<file path="src/rtl/multicore_input_dispatcher_pkg.sv">
// Shared defaults, FSM encoding and sizing helper for the multicore input dispatcher.
package multicore_input_dispatcher_pkg;

    localparam int NUM_CORES_DEF     = 4;
    localparam int ELEM_PER_CORE_DEF = 4;
    localparam int DATA_W_DEF        = 4;
    localparam int SW_W              = 5;

    typedef enum logic [1:0] {
        IDLE    = 2'd0,
        SEND    = 2'd1,
        ADVANCE = 2'd2,
        DONE    = 2'd3
    } state_t;

    // Counter width for a range of n values; never narrower than one bit.
    function automatic int cnt_w(input int n);
        return (n > 1) ? $clog2(n) : 1;
    endfunction

endpackage

</file>
<file path="src/rtl/multicore_input_dispatcher_sw_edge_detect.sv">
// Two-flop synchronizer for the switch bank plus a release (1->0) detector on bit 0.
module sw_edge_detect
    import multicore_input_dispatcher_pkg::*;
#(
    parameter int W = SW_W
) (
    input  logic         clk,
    input  logic         rst_n,
    input  logic [W-1:0] sw,
    output logic [W-2:0] sw_data,
    output logic         release_evt
);

    logic [W-1:0] sync_q;
    logic [W-1:0] sync_qq;
    logic         btn_prev;

    // btn_prev resets low, so a button already held at reset release only fires on its next release
    always_ff @(posedge clk or negedge rst_n) begin
        if (!rst_n) begin
            sync_q   <= '0;
            sync_qq  <= '0;
            btn_prev <= 1'b0;
        end else begin
            sync_q   <= sw;
            sync_qq  <= sync_q;
            btn_prev <= sync_qq[0];
        end
    end

    assign sw_data     = sync_qq[W-1:1];
    assign release_evt = btn_prev & ~sync_qq[0];

endmodule

</file>
<file path="src/rtl/multicore_input_dispatcher.sv">
// Loads switch-entered elements one at a time into NUM_CORES cores, block-distributed,
// with a valid/ack handshake per element.
module multicore_input_dispatcher
    import multicore_input_dispatcher_pkg::*;
#(
    parameter int NUM_CORES     = NUM_CORES_DEF,
    parameter int ELEM_PER_CORE = ELEM_PER_CORE_DEF,
    parameter int DATA_W        = DATA_W_DEF
) (
    input  logic                 Clock_pin,
    input  logic                 Resetn_pin,
    input  logic [4:0]           SW_pin,
    output logic [DATA_W-1:0]    Data_core,
    output logic [NUM_CORES-1:0] Valid_core,
    input  logic [NUM_CORES-1:0] Ack_core,
    output logic                 Load_done,
    output logic [7:0]           Display_pin
);

    localparam int CW = cnt_w(NUM_CORES);
    localparam int EW = cnt_w(ELEM_PER_CORE);

    state_t          state;
    state_t          state_nxt;
    logic [CW-1:0]   core_idx;
    logic [EW-1:0]   elem_cnt;
    logic [3:0]      sw_data;
    logic            release_evt;
    logic            ack_hit;
    logic            elem_last;
    logic            core_last;

    sw_edge_detect #(.W(SW_W)) u_sw (
        .clk         (Clock_pin),
        .rst_n       (Resetn_pin),
        .sw          (SW_pin),
        .sw_data     (sw_data),
        .release_evt (release_evt)
    );

    assign ack_hit   = Ack_core[core_idx];
    assign elem_last = (elem_cnt == EW'(ELEM_PER_CORE - 1));
    assign core_last = (core_idx == CW'(NUM_CORES - 1));

    always_ff @(posedge Clock_pin or negedge Resetn_pin) begin
        if (!Resetn_pin) state <= IDLE;
        else             state <= state_nxt;
    end

    always_comb begin
        state_nxt = state;
        case (state)
            IDLE:    if (release_evt) state_nxt = SEND;
            SEND:    if (ack_hit)     state_nxt = ADVANCE;
            ADVANCE: state_nxt = (elem_last && core_last) ? DONE : IDLE;
            DONE:    state_nxt = DONE;
            default: state_nxt = IDLE;
        endcase
    end

    // Valid is decoded from the state register so reset removes it without waiting for a clock
    always_comb begin
        Valid_core = '0;
        if (state == SEND) Valid_core[core_idx] = 1'b1;
        Load_done = (state == DONE);
    end

    always_ff @(posedge Clock_pin or negedge Resetn_pin) begin
        if (!Resetn_pin) begin
            core_idx    <= '0;
            elem_cnt    <= '0;
            Data_core   <= '0;
            Display_pin <= '0;
        end else begin
            if (state == IDLE && release_evt) Data_core <= DATA_W'(sw_data);
            // The final element leaves both counters parked on the last core
            if (state == ADVANCE && !(elem_last && core_last)) begin
                if (elem_last) begin
                    elem_cnt <= '0;
                    core_idx <= core_idx + CW'(1);
                end else begin
                    elem_cnt <= elem_cnt + EW'(1);
                end
            end
            Display_pin <= {Load_done, 2'(core_idx), (state == SEND), 4'(Data_core)};
        end
    end

endmodule

</file>
<file path="config.mk">
export PLATFORM = sky130hd
export DESIGN_NAME = multicore_input_dispatcher
export DESIGN_NICKNAME = d
export VERILOG_FILES = /design/src/rtl/multicore_input_dispatcher_pkg.sv /design/src/rtl/multicore_input_dispatcher_sw_edge_detect.sv /design/src/rtl/multicore_input_dispatcher.sv
export SDC_FILE = /design/constraint.sdc
export NUM_CORES = 1
export LEC_CHECK = 0
export ABC_AREA = 1
export CAP_MARGIN = 25
export CORE_ASPECT_RATIO = 0.6
export CORE_MARGIN = 5
export CORE_UTILIZATION = 50
export CTS_BUF_LIST = sky130_fd_sc_hd__clkbuf_16
export DETAILED_ROUTE_END_ITERATION = 7
export PLACE_DENSITY = 0.82
export SYNTH_ARGS = -nofsm -noshare
export SYNTH_HDL_FRONTEND = slang
export SYNTH_HIERARCHICAL = 1
export SYNTH_SLANG_ARGS = --single-unit
</file>
<file path="constraint.sdc">
create_clock -name Clock_pin -period 2.45 [get_ports Clock_pin]
set_clock_uncertainty 0.05 [all_clocks]
set_input_delay 0.245 -clock Clock_pin [delete_from_list [all_inputs] [get_ports Clock_pin]]
set_output_delay 0.245 -clock Clock_pin [all_outputs]
set_load 0.1 [all_outputs]
</file>
**After elaboration in Yosys (flattened, before gate mapping)**

Index checks and enable logic that the tools add are counted.

- Bits in registers: 29
- Output and inout port bits: 17
- Logic and storage cells: 39

- Add/subtract/negate cells: 2
- $lt $le $gt $ge: 2
- Equal/unequal tests: 7
- Multiplexer cells: 10
- Bitwise operators: 2
- Reduce and logical (&&, ||, !) cells: 8

Operators by type and width:

| cell | number |
|---|---|
| == test 2 bit, second input constant | 4 |
| two-way mux 2 bit | 4 |
| one-hot mux 2 bit (4 select lines) | 1 |
| adder 2 x 1 -> 2 bit, second input constant | 2 |
| logical AND 1 bit | 4 |
| two-way mux 4 bit | 1 |
| inequality test 2 bit, second input constant | 2 |
| AND reduction 2 bit | 2 |
| less-than comparator 2 x 3 -> 1 bit, second input constant | 1 |
| binary-select mux 1 bit (select 2 bit) | 1 |
| demux 1 bit (select 2 bit) | 1 |
| == test 2 x 1 -> 1 bit, second input constant | 1 |
| >= comparator 2 x 1 -> 1 bit, second input constant | 1 |
| zero test 2 bit | 1 |
| two-way mux 1 bit | 2 |
| AND 1 bit | 1 |
| zero test 1 bit | 1 |
| NOT 1 bit | 1 |

**Depth between registers and ports, before layout**

- Word-level depth: 5
- Depth in mapped cells: 7
- Gate-level depth less buffers: 7

**Modules after synthesis**

Netlist, hierarchy kept.

Modules (own cells, without submodules):

| module | times used | cells an instance | area each (sq um) | seq. area each (sq um) |
|---|---|---|---|---|
| multicore_input_dispatcher | 1 | 86 | 765.7 | 450.4 |
| sw_edge_detect | 1 | 17 | 315.3 | 275.3 |

**Least setup slack after synthesis**

Ideal clock, no wire load.

- Path kind: flip-flop to output port
- From: register core_idx[0]
- To: output Valid_core[2]
- Data arrival time: 1985 ps
- Required time: 2155 ps
- Slack: 170 ps
- Stages on the path, launching flop included: 5
- Buffers on the path: 0
- Cell sequence: dfrtp_1 -> inv_1 -> ha_1 -> inv_1 -> nor2_1

- Longest elaborated chain between the ends: 5
- Elaborated cells on any way between the ends: 6

RTL lines:

| item | line | text |
|---|---|---|
| start: declaration | multicore_input_dispatcher.sv:25 | `logic [CW-1:0] core_idx;` |
| start signal: assignment | multicore_input_dispatcher.sv:80 | `core_idx <= core_idx + CW'(1);` |
| less-than comparator 2 x 3 -> 1 bit (implied by the code) / >= comparator 2 x 1 -> 1 bit (equally long branches) | multicore_input_dispatcher.sv:64 | `if (state == SEND) Valid_core[core_idx] = 1'b1;` |
| logical AND 1 bit (implied by the code) | multicore_input_dispatcher.sv:64 |  |
| two-way mux 1 bit (implied by the code) | multicore_input_dispatcher.sv:64 |  |
| demux 1 bit (select 2 bit) (*) | multicore_input_dispatcher.sv:64 |  |
| two-way mux 4 bit (*) | multicore_input_dispatcher.sv:64 |  |
| end: declaration | multicore_input_dispatcher.sv:14 | `output logic [NUM_CORES-1:0] Valid_core,` |

Every way passes the cells marked *; elsewhere a longest branch is shown, timed or not.

**Final worst setup path**

Same ends and word-level chain as after synthesis.

==> results list <==
- Total of endpoints with negative setup slack in the final report: 0
* Required time at the endpoint of the critical path: 2.15 ns
- The internal portion of the total power is between 0.0008 and 0.0009 W.
- In the routed layout, each cell is associated on average with a via count of 4.72.
- The die covers around 0.0032 mm2.
- Row generation in the floorplan step produced 13 rows.
- Measured along the x axis, the die boundary spans between 70 and 80 um.
- Post-layout minimum cycle time: 1.82 ns
- Final Cycle Share: 0.744
- In this run the power density over the cells is 744 mW/mm2.
- For this run, the share of the core covered by cells in the final layout is 0.692.
- Maximum number of pins on one net before global-route repair: 30
- # Post-CTS Setup Buffers: 0
- The number of pins with negative max-slew slack in the final report is 0.
- Of the total power, combinational logic draws 0.027.
- Derived from the worst setup path, the maximum achievable clock frequency is about 550 MHz.
- After clock tree synthesis, the clock-pin slew on the worst setup and hold paths is ~0.050 ns.
* DRC viols: 0
- Most frequent standard cell in the layout excluding fill and tap cells: nand2_1
- Clock tree synthesis inserted a total of 5 buffers.
- The floorplan step defined a core boundary enclosing 0.00211 mm2.
- The cell sitting at the root of the clock tree is a clkbuf_16.
- Least setup slack across all paths after layout: 0.627 ns
- Via count of the first global-routing pass: a little over 800
* Antenna violations before repair: 0
* Fraction of power consumed by the clock network: 0.521
- The detail route stage leaves a number of antenna-violating nets equal to 0.
* Via count of the routed design: between 700 and 800
- Crit Path Class: reg2out
* Sequential cell area fraction in the yosys report: 0.671
* Worst Hold Class: reg2reg
- At the placement stage, the worst setup path has a slack of between 0.9 and 1 ns.
- Netlist area before placement: between 0.001 and 0.0015 mm2
* Yosys warns: 6
- Arrival time of the worst setup path: 1.53 ns
- Syn Area/Cell: 10.5 um2
* Final count of hold timing violations: 0
* Peak supply drop: ~340 uV
* Synth Instances: 103
- Headroom to the max-slew limit came out at 0.768.
- After detailed routing, the total wire length is ~2200 um.
- Buffers inserted to repair hold after CTS numbered 0.
- Number of I/O port buffers: 27
- The number of gates resized after CTS was 0.
- Sw Ratio: 0.198
- Gpl congestion: approximately 0.75
* Initial core utilization: 0.511
* Clock buffer depth: 2
* Number of nets produced by synthesis: approximately 120
* First-pass GRT wire length: 3800 um
- Post-DP HPWL: about 1500 um
- Antenna diode count: 0
- For this design the static power due to leakage is between 0.7 and 0.8 nW.
* Sum Neg Setup Slack: 0 ns
- Biggest fanout along the worst timing path: 7
* Post-synthesis cell type count: 11
- P_sw: 0.000216 W
- Dividing the detail-routed wire length by the instance count gives approximately 13 um.
- The design draws approximately 0.0011 W.
- In the global route stage, overall resource usage came out at 0.166.
- Status: complete, no violations
* Clock sinks: 29
- Of the total power, registers draw 0.452.
* H-Tree Level Count: 2
* Slew of the pin with the lowest slew margin: ~0.35 ns
* CTS tree: done
- Number of nets in the layout: 150
- Of the cells placed in the final design, the portion with a size suffix greater than 1 is 0.200.
- Critical path launch point type: flip-flop
- Clock latency at the later pin of the worst-skew pair: 0.27 ns
- RSZ-0062 raised after global routing: false
* Endpoint type of the worst setup path: primary output
- Most used cells in the layout excluding fill and tap cells: nand2_1, dfrtp_1, buf_4
* P&R area growth vs syn: 35.3%
* Remaining Overflow, GRT: 0
* Max-cap violations: 0
- Y dimension of the die: between 40 and 50 um
- Length of the first detailed-routing pass in iterations: 4
* # IOs: 28
- Count of state elements after synthesis: 29
- First-iteration detailed-routing DRC count: between 70 and 80
## cells in the mapped netlist
master	n	area, um2
buf_4	4	30.0
dfrtp_1	29	726
ha_1	5	62.6
inv_1	15	56.3
nand2_1	34	128
nand3_1	4	20.0
nand3_2	1	10.0
nor2_1	8	30.0
nor2_2	1	6.26
o21ai_0	1	5.00
o31ai_1	1	7.51
## layer usage
metal,track usage,part of all wire
met1,0.176,0.40
met2,0.263,0.46
met3,0.0529,0.075
met4,0.176,0.064
met5,0,0
## power by group through the flow
stage / Combinational (W) / Sequential [W] / Clock, W
2_1_floorplan: 0.00000762 / 0.000499 / 0
3_3_place_gp: 0.0000291 / 0.000499 / 0
3_5_place_dp: 0.0000297 / 0.000500 / 0
4_1_cts: 0.0000301 / 0.000492 / 0.000569
5_1_grt: 0.0000327 / 0.000492 / 0.000597
6_report: 0.0000293 / 0.000492 / 0.000567
## worst max-delay path, cell delays in order, from the launching register on
cell     delay (ns)
dfrtp_1        0.45
inv_1          0.18
ha_1           0.17
inv_1          0.04
nor2_1         0.10
buf_4          0.30
## area by class of cell
type	count	area, um2
multi-input combinational	55	269
inverter	15	56.3
sequential	29	726
clock buffer	5	125
fill	150	652
timing repair buffer	28	235
tap	30	37.5
clock inverter	3	13.8
## path summary, 6_finish.rpt
check	startpoint	to	slack, ns	depth (start not counted)
max	core_idx[0]	Valid_core[2]	0.63	5
min	u_sw/sync_q[0]	u_sw/sync_qq[0]	0.29	0
max reg2reg	core_idx[0]	core_idx[0]	1.06	6
min reg2reg	u_sw/sync_q[0]	u_sw/sync_qq[0]	0.29	0
max in group asynchronous	Resetn_pin	core_idx[1]	1.78	2
min in group asynchronous	Resetn_pin	Display_pin[1]	0.31	2
## kinds of logic after synthesis
logic type,after synthesis,share of synthesized area
AOI/OAI and AO/OA,2,0.0116
buffers and inverters,19,0.0799
DFF,29,0.671
adders and majority gates,5,0.0579
and+or+nand+nor,48,0.179
## metrics by stage
| stage | std cells | hold slack [ns] | area (um2) |
|---|---|---|---|
| floorplan | 103 | -0.101 | 1080 |
| global placement | 157 | 0.281 | 1320 |
| detailed placement | 157 | 0.285 | 1320 |
| CTS | 165 | 0.293 | 1460 |
| global route | 165 | 0.310 | 1460 |
| finish | 165 | 0.294 | 1460 |
## sequential cells by signal (all words and copies together) (netlist names)
signal,cells
Data_core,4
u_sw/sync_qq,5
elem_cnt,2
core_idx,2
u_sw/sync_q,5
u_sw/btn_prev,1
Display_pin,8
state,2
Power figures use the tool's default switching activity.
==> RTL change 1, RTL diff (same settings) <==
Make the reset (`Resetn_pin` and `rst_n`) synchronous in 3 clocked blocks.
--- a/src/rtl/multicore_input_dispatcher_sw_edge_detect.sv
+++ b/src/rtl/multicore_input_dispatcher_sw_edge_detect.sv
@@ -18,3 +18,3 @@
     // btn_prev resets low, so a button already held at reset release only fires on its next release
-    always_ff @(posedge clk or negedge rst_n) begin
+    always_ff @(posedge clk) begin
         if (!rst_n) begin
--- a/src/rtl/multicore_input_dispatcher.sv
+++ b/src/rtl/multicore_input_dispatcher.sv
@@ -44,3 +44,3 @@
 
-    always_ff @(posedge Clock_pin or negedge Resetn_pin) begin
+    always_ff @(posedge Clock_pin) begin
         if (!Resetn_pin) state <= IDLE;
@@ -67,3 +67,3 @@
 
-    always_ff @(posedge Clock_pin or negedge Resetn_pin) begin
+    always_ff @(posedge Clock_pin) begin
         if (!Resetn_pin) begin
Behaviour: differs if Resetn_pin is asserted again (counterexample within 10 cycles, from zero or initial values and one cycle with Resetn_pin low); with Resetn_pin held inactive, the same outputs for 10 cycles.
==> RTL change 1 against the unedited design <==
Synthesized area grew 2.7%. Cell area about the same. Sequential cell count unchanged. Worst setup slack gained 130 ps. Hold slack improved by 63 ps. Wire length shrank 12%. Global-route usage fell by 3.2 points. Highest routed layer unchanged. Count of clock-buffer cells in the layout stayed put.
Power is not compared: it rests on default switching activity, and its combinational part moved more than twofold at a synthesized area within 25%.
==> RTL change 1: results (changes against the unedited design) <==
The detail-routed via count per cell came out at 4.289 (-9.2%). The count of H-tree levels built during CTS is 2 (unchanged). The arrival time at the worst endpoint came out at 1400 ps (-130 ps). The launching element of the worst setup path is state[0]. The via count of the first global-routing pass is 775 (-6.1%). The cell depth of the worst min-delay path came to 2 (+2). The instance area at placement is 0.001329 sq mm (+0.38%). The worst hold path belongs to the class flop to flop.

The root buffer selected by CTS is sky130_fd_sc_hd__clkbuf_16. The end point of the critical path is Valid_core[2]. The number of antenna repair diodes came out at 0 (unchanged). The placed wire-length estimate came out at 1.437 mm (-5.2%). The number of CTS-inserted buffers is 5 (unchanged). The wire length of the first global-routing pass is 3.243 mm (-15%). Ranked by instance count, the synthesized netlist is headed by sky130_fd_sc_hd__dfxtp_1, sky130_fd_sc_hd__inv_1, sky130_fd_sc_hd__nand2_1, sky130_fd_sc_hd__nor2_1, sky130_fd_sc_hd__o21ai_0. The minimum clock period after layout came to 1690 ps (-132.4 ps). The flow ran to the end, and the final reports show no timing, DRC or antenna violations.

The net count after synthesis came out at 159 (+34%). The maximum number of pins on one net before global-route repair is 28 (-6.7%). The fraction of power spent switching nets is 0.2073. The final RePlAce weighted congestion is 0.6939 (-7.2%). The count of buffers from port buffering is 27 (unchanged).

The number of buffers added for setup after CTS is 0 (unchanged). The register-to-register path setup slack is 1150 ps (+90 ps). The average cell area after synthesis is 7.761 sq um (-26%). The total instance count after detailed placement came out at 194 (+24%).

The number of warnings printed during yosys synthesis is 6 (unchanged). The power per cell area came out at 751.6 mW/mm^2. The analysis attributes to cell leakage a power of 0.7982 nW. The clock transition time at the flip-flop clock pins of the worst setup and hold paths came out at 40 ps.

The maximum root-to-sink buffer count came out at 2 (unchanged). The startpoint identified for the worst register-to-register timing path is core_idx[0]. The share of post-route cells with drive strength above 1 came to 0.1754 (-0.02456).

The sequential share of the synthesized area is 0.5231 (-0.1482). The average wire per standard cell came out at 9.562 microns (-28%). The pre-CTS worst setup slack is 717.7 ps (-212.8 ps). The layout filler cell count is 185 (+23%). In the final layout, the registers with the most flip-flops are Display_pin: 8 flops, u_sw/sync_q: 5 flops, u_sw/sync_qq: 5 flops. The worst hold endpoint is u_sw/sync_qq[0]. The post-synthesis async set-or-reset flop share is 0 (-1.000). The worst-path maximum fanout was 5 (-2). The global routing usage summed across all routing layers came to 0.1339 (-0.03174). Sorting the synthesized cells by area gives the leading types as sky130_fd_sc_hd__dfxtp_1, sky130_fd_sc_hd__inv_1, sky130_fd_sc_hd__nand2_1. In this run the most critical hold path is launched from u_sw/sync_q[0]. The via count came out at 862 (+11%). The number of cells on the worst reg-to-reg path came out at 6 (unchanged).

The initial DRC count came out at 58 (-26%). The worst hold slack after final layout came to 357.1 ps (+63.27 ps). The distinct cell type count of the synthesized netlist came to 15 (+4).

The pin slew with the least headroom to its limit came out at 816.0 ps (+467.8 ps). The destination of the worst register-to-register timing path is core_idx[0].
[RTL change 1: critical path, cell delays in order (launching register included)]
cell,delay [ps]
sky130_fd_sc_hd__dfxtp_1,340
sky130_fd_sc_hd__inv_2,70
sky130_fd_sc_hd__nor2_1,170
sky130_fd_sc_hd__inv_1,140
sky130_fd_sc_hd__nor2_1,110
sky130_fd_sc_hd__buf_4,300
[RTL change 1: routing by layer]
metal	share of wire	GRT usage	vias up
met2	0.45	0.2007	27
met1	0.45	0.1501	364
li1	-	-	466
met4	0.019	0.08989	0
met3	0.085	0.07190	5
met5	0	0	-
[RTL change 1: power groups by stage]
stage | clock, mW | combinational [mW] | sequential (mW)
finish | 0.534 | 0.0746 | 0.490
global route | 0.578 | 0.0808 | 0.490
CTS | 0.547 | 0.0751 | 0.490
detailed placement | 0 | 0.0750 | 0.499
global placement | 0 | 0.0735 | 0.498
floorplan | 0 | 0.0272 | 0.524
[RTL change 1: area by class of cell]
| class | instances | area share |
|---|---|---|
| Multi-Input combinational cell | 76 | 0.2483 |
| Clock buffer | 5 | 0.08562 |
| Inverter | 32 | 0.08219 |
| Sequential cell | 29 | 0.3973 |
| Timing Repair Buffer | 27 | 0.1558 |
| Tap cell | 30 | 0.02568 |
| Clock inverter | 2 | 0.005137 |
[RTL change 1: cell families after synthesis]
logic type	after synthesis	synth area share
compound gates	11	0.04960
simple gates	60	0.2210
fa+ha+maj	5	0.05637
flops	29	0.5231
buf+inv	38	0.1499
==> RTL change 2, RTL diff (same flow settings) <==
Made on the original files. Encoding of `state_t`: now one-hot (4 bits for 4 states).
--- a/src/rtl/multicore_input_dispatcher_pkg.sv
+++ b/src/rtl/multicore_input_dispatcher_pkg.sv
@@ -8,7 +8,7 @@
 
-    typedef enum logic [1:0] {
-        IDLE    = 2'd0,
-        SEND    = 2'd1,
-        ADVANCE = 2'd2,
-        DONE    = 2'd3
+    typedef enum logic [3:0] {
+        IDLE    = 4'b0001,
+        SEND    = 4'b0010,
+        ADVANCE = 4'b0100,
+        DONE    = 4'b1000
     } state_t;
Check against the original RTL: same outputs for any inputs over 10 cycles, from zero or initial values and one cycle with Resetn_pin low; not proved beyond that.
==> RTL change 2 against the unedited design <==
Worst setup slack better by 32 ps. First-iteration DRC count down 47%. Synthesized area is 18% higher. Wire length is 1.9% higher. Critical path type unchanged. Sequential cell count rose by 2. Cell area up 14%. Synthesized cell count up 14%.
Power is not compared: it rests on default switching activity, and its combinational part moved more than twofold at a synthesized area within 25%.
==> RTL change 2: results (changes against the unedited design) <==
The number of multi-input combinational cells in the layout came to 64 (+16%). For hold timing, the worst endpoint is u_sw/sync_qq[3]. The clock network area share came out at 0.08208 (-0.01287). The maximum number of pins on one net before global-route repair is 32 (+6.7%).

The length of routed met3 wiring came out at 174 microns (+5.5%). The stage delay of the slowest cell on the critical path is 470 ps (+20 ps). The fraction of cell area in non-clock buffers came out at 0.1416 (-0.01925). The share of post-route cells with drive strength above 1 came to 0.2953 (+0.09530). The via count came out at 823 (+5.6%). The number of cells on the worst reg-to-reg path is 3 (-3). The share of the final layout cell area in sequential cells came out at 0.4676 (-0.02853). The sequential share of the synthesized area is 0.6070 (-0.06426).

The number of nets in the layout came out at 164 (+9.3%). The via count of the first global-routing pass was 850 (+3.0%). The number of ordinary inverters in the final layout came out at 18 (+3). The initial DRC count was 41 (-47%). The launch instance of the worst register-to-register path is elem_cnt[0]. The flip-flop and latch count after synthesis is 31 (+6.9%). The distinct cell type count of the synthesized netlist came to 21 (+10). The final RePlAce weighted congestion came out at 0.8440 (+13%). The wire length of the first global-routing pass came out at 3.781 mm (-0.37%). The total met2 wirelength after detailed routing came out at 987 microns (-2.5%). The flow ran to the end, and the final reports show no timing, DRC or antenna violations.

The met3 global-route usage is 0.05761 (+0.004750). The worst hold path begins at u_sw/sync_q[3]. By area the synthesized netlist is led by sky130_fd_sc_hd__dfrtp_1, sky130_fd_sc_hd__nand2_1, sky130_fd_sc_hd__ha_1. The adder and majority cell fraction of the synthesized area came out at 0.04888 (-0.008995).

Counting instances in the post-synthesis netlist gives the leading cell types as sky130_fd_sc_hd__dfrtp_1, sky130_fd_sc_hd__nand2_1, sky130_fd_sc_hd__inv_1, sky130_fd_sc_hd__nand3_1, sky130_fd_sc_hd__nor2_1. The family of cells with the greatest summed delay on the critical path is flip-flops. The worst-path maximum fanout is 8 (+1). The register-to-register path setup slack is 1160 ps (+100 ps).
[RTL change 2: cell types whose count changed after synthesis, sizes merged]
cell / change
dfstp: +1
nand2: -4
dfrtp: +1
nand4: +1
o21ai: +2
or2: +2
nor2: +2
inv: +3
nand3: +7
o31ai: -1
[RTL change 2: worst max path at each step]
stage                 from  cells after the start  slack [ps]             to
3_5_place_dp   core_idx[0]                      5         960  Valid_core[2]
5_1_grt        core_idx[0]                      5         560  Valid_core[2]
2_1_floorplan  core_idx[0]                      3         170  Valid_core[3]
6_report       core_idx[0]                      4         660  Valid_core[3]
3_3_place_gp   core_idx[0]                      5         990  Valid_core[2]
4_1_cts        core_idx[0]                      4         670  Valid_core[3]
[RTL change 2: report_power, final]
part / switching (mW) / internal (mW)
sequential: 0.0604 / 0.622
clock: 0.185 / 0.363
combinational: 0.697 / 0.179
total: 0.943 / 1.16
[RTL change 2: stage by stage]
| step | utilization | instances | area, sq um | hold slack [ps] | worst slack [ps] |
|---|---|---|---|---|---|
| detailed placement | 0.6175 | 173 | 1525 | 287.9 | 963.1 |
| finish | 0.6727 | 181 | 1662 | 296.4 | 659.7 |
| floorplan | - | 117 | 1280 | -100.6 | 174.4 |
| global placement | 0.6175 | 173 | 1525 | 282.9 | 994.9 |
| global route | 0.6727 | 181 | 1662 | 303.5 | 557.7 |
| CTS | 0.6727 | 181 | 1662 | 298.4 | 668.5 |
[RTL change 2: cells by family after synthesis]
kind of cell | count (synthesis)
and+or+nand+nor | 56
AOI/OAI and AO/OA | 3
DFF | 31
buffers and inverters | 22
adders and majority gates | 5
[RTL change 2: worst reg2reg max path, cell delays in order (launching register included)]
cell,delay [ps]
sky130_fd_sc_hd__dfrtp_1,390
sky130_fd_sc_hd__ha_1,290
sky130_fd_sc_hd__or2_2,330
sky130_fd_sc_hd__o21ai_1,150
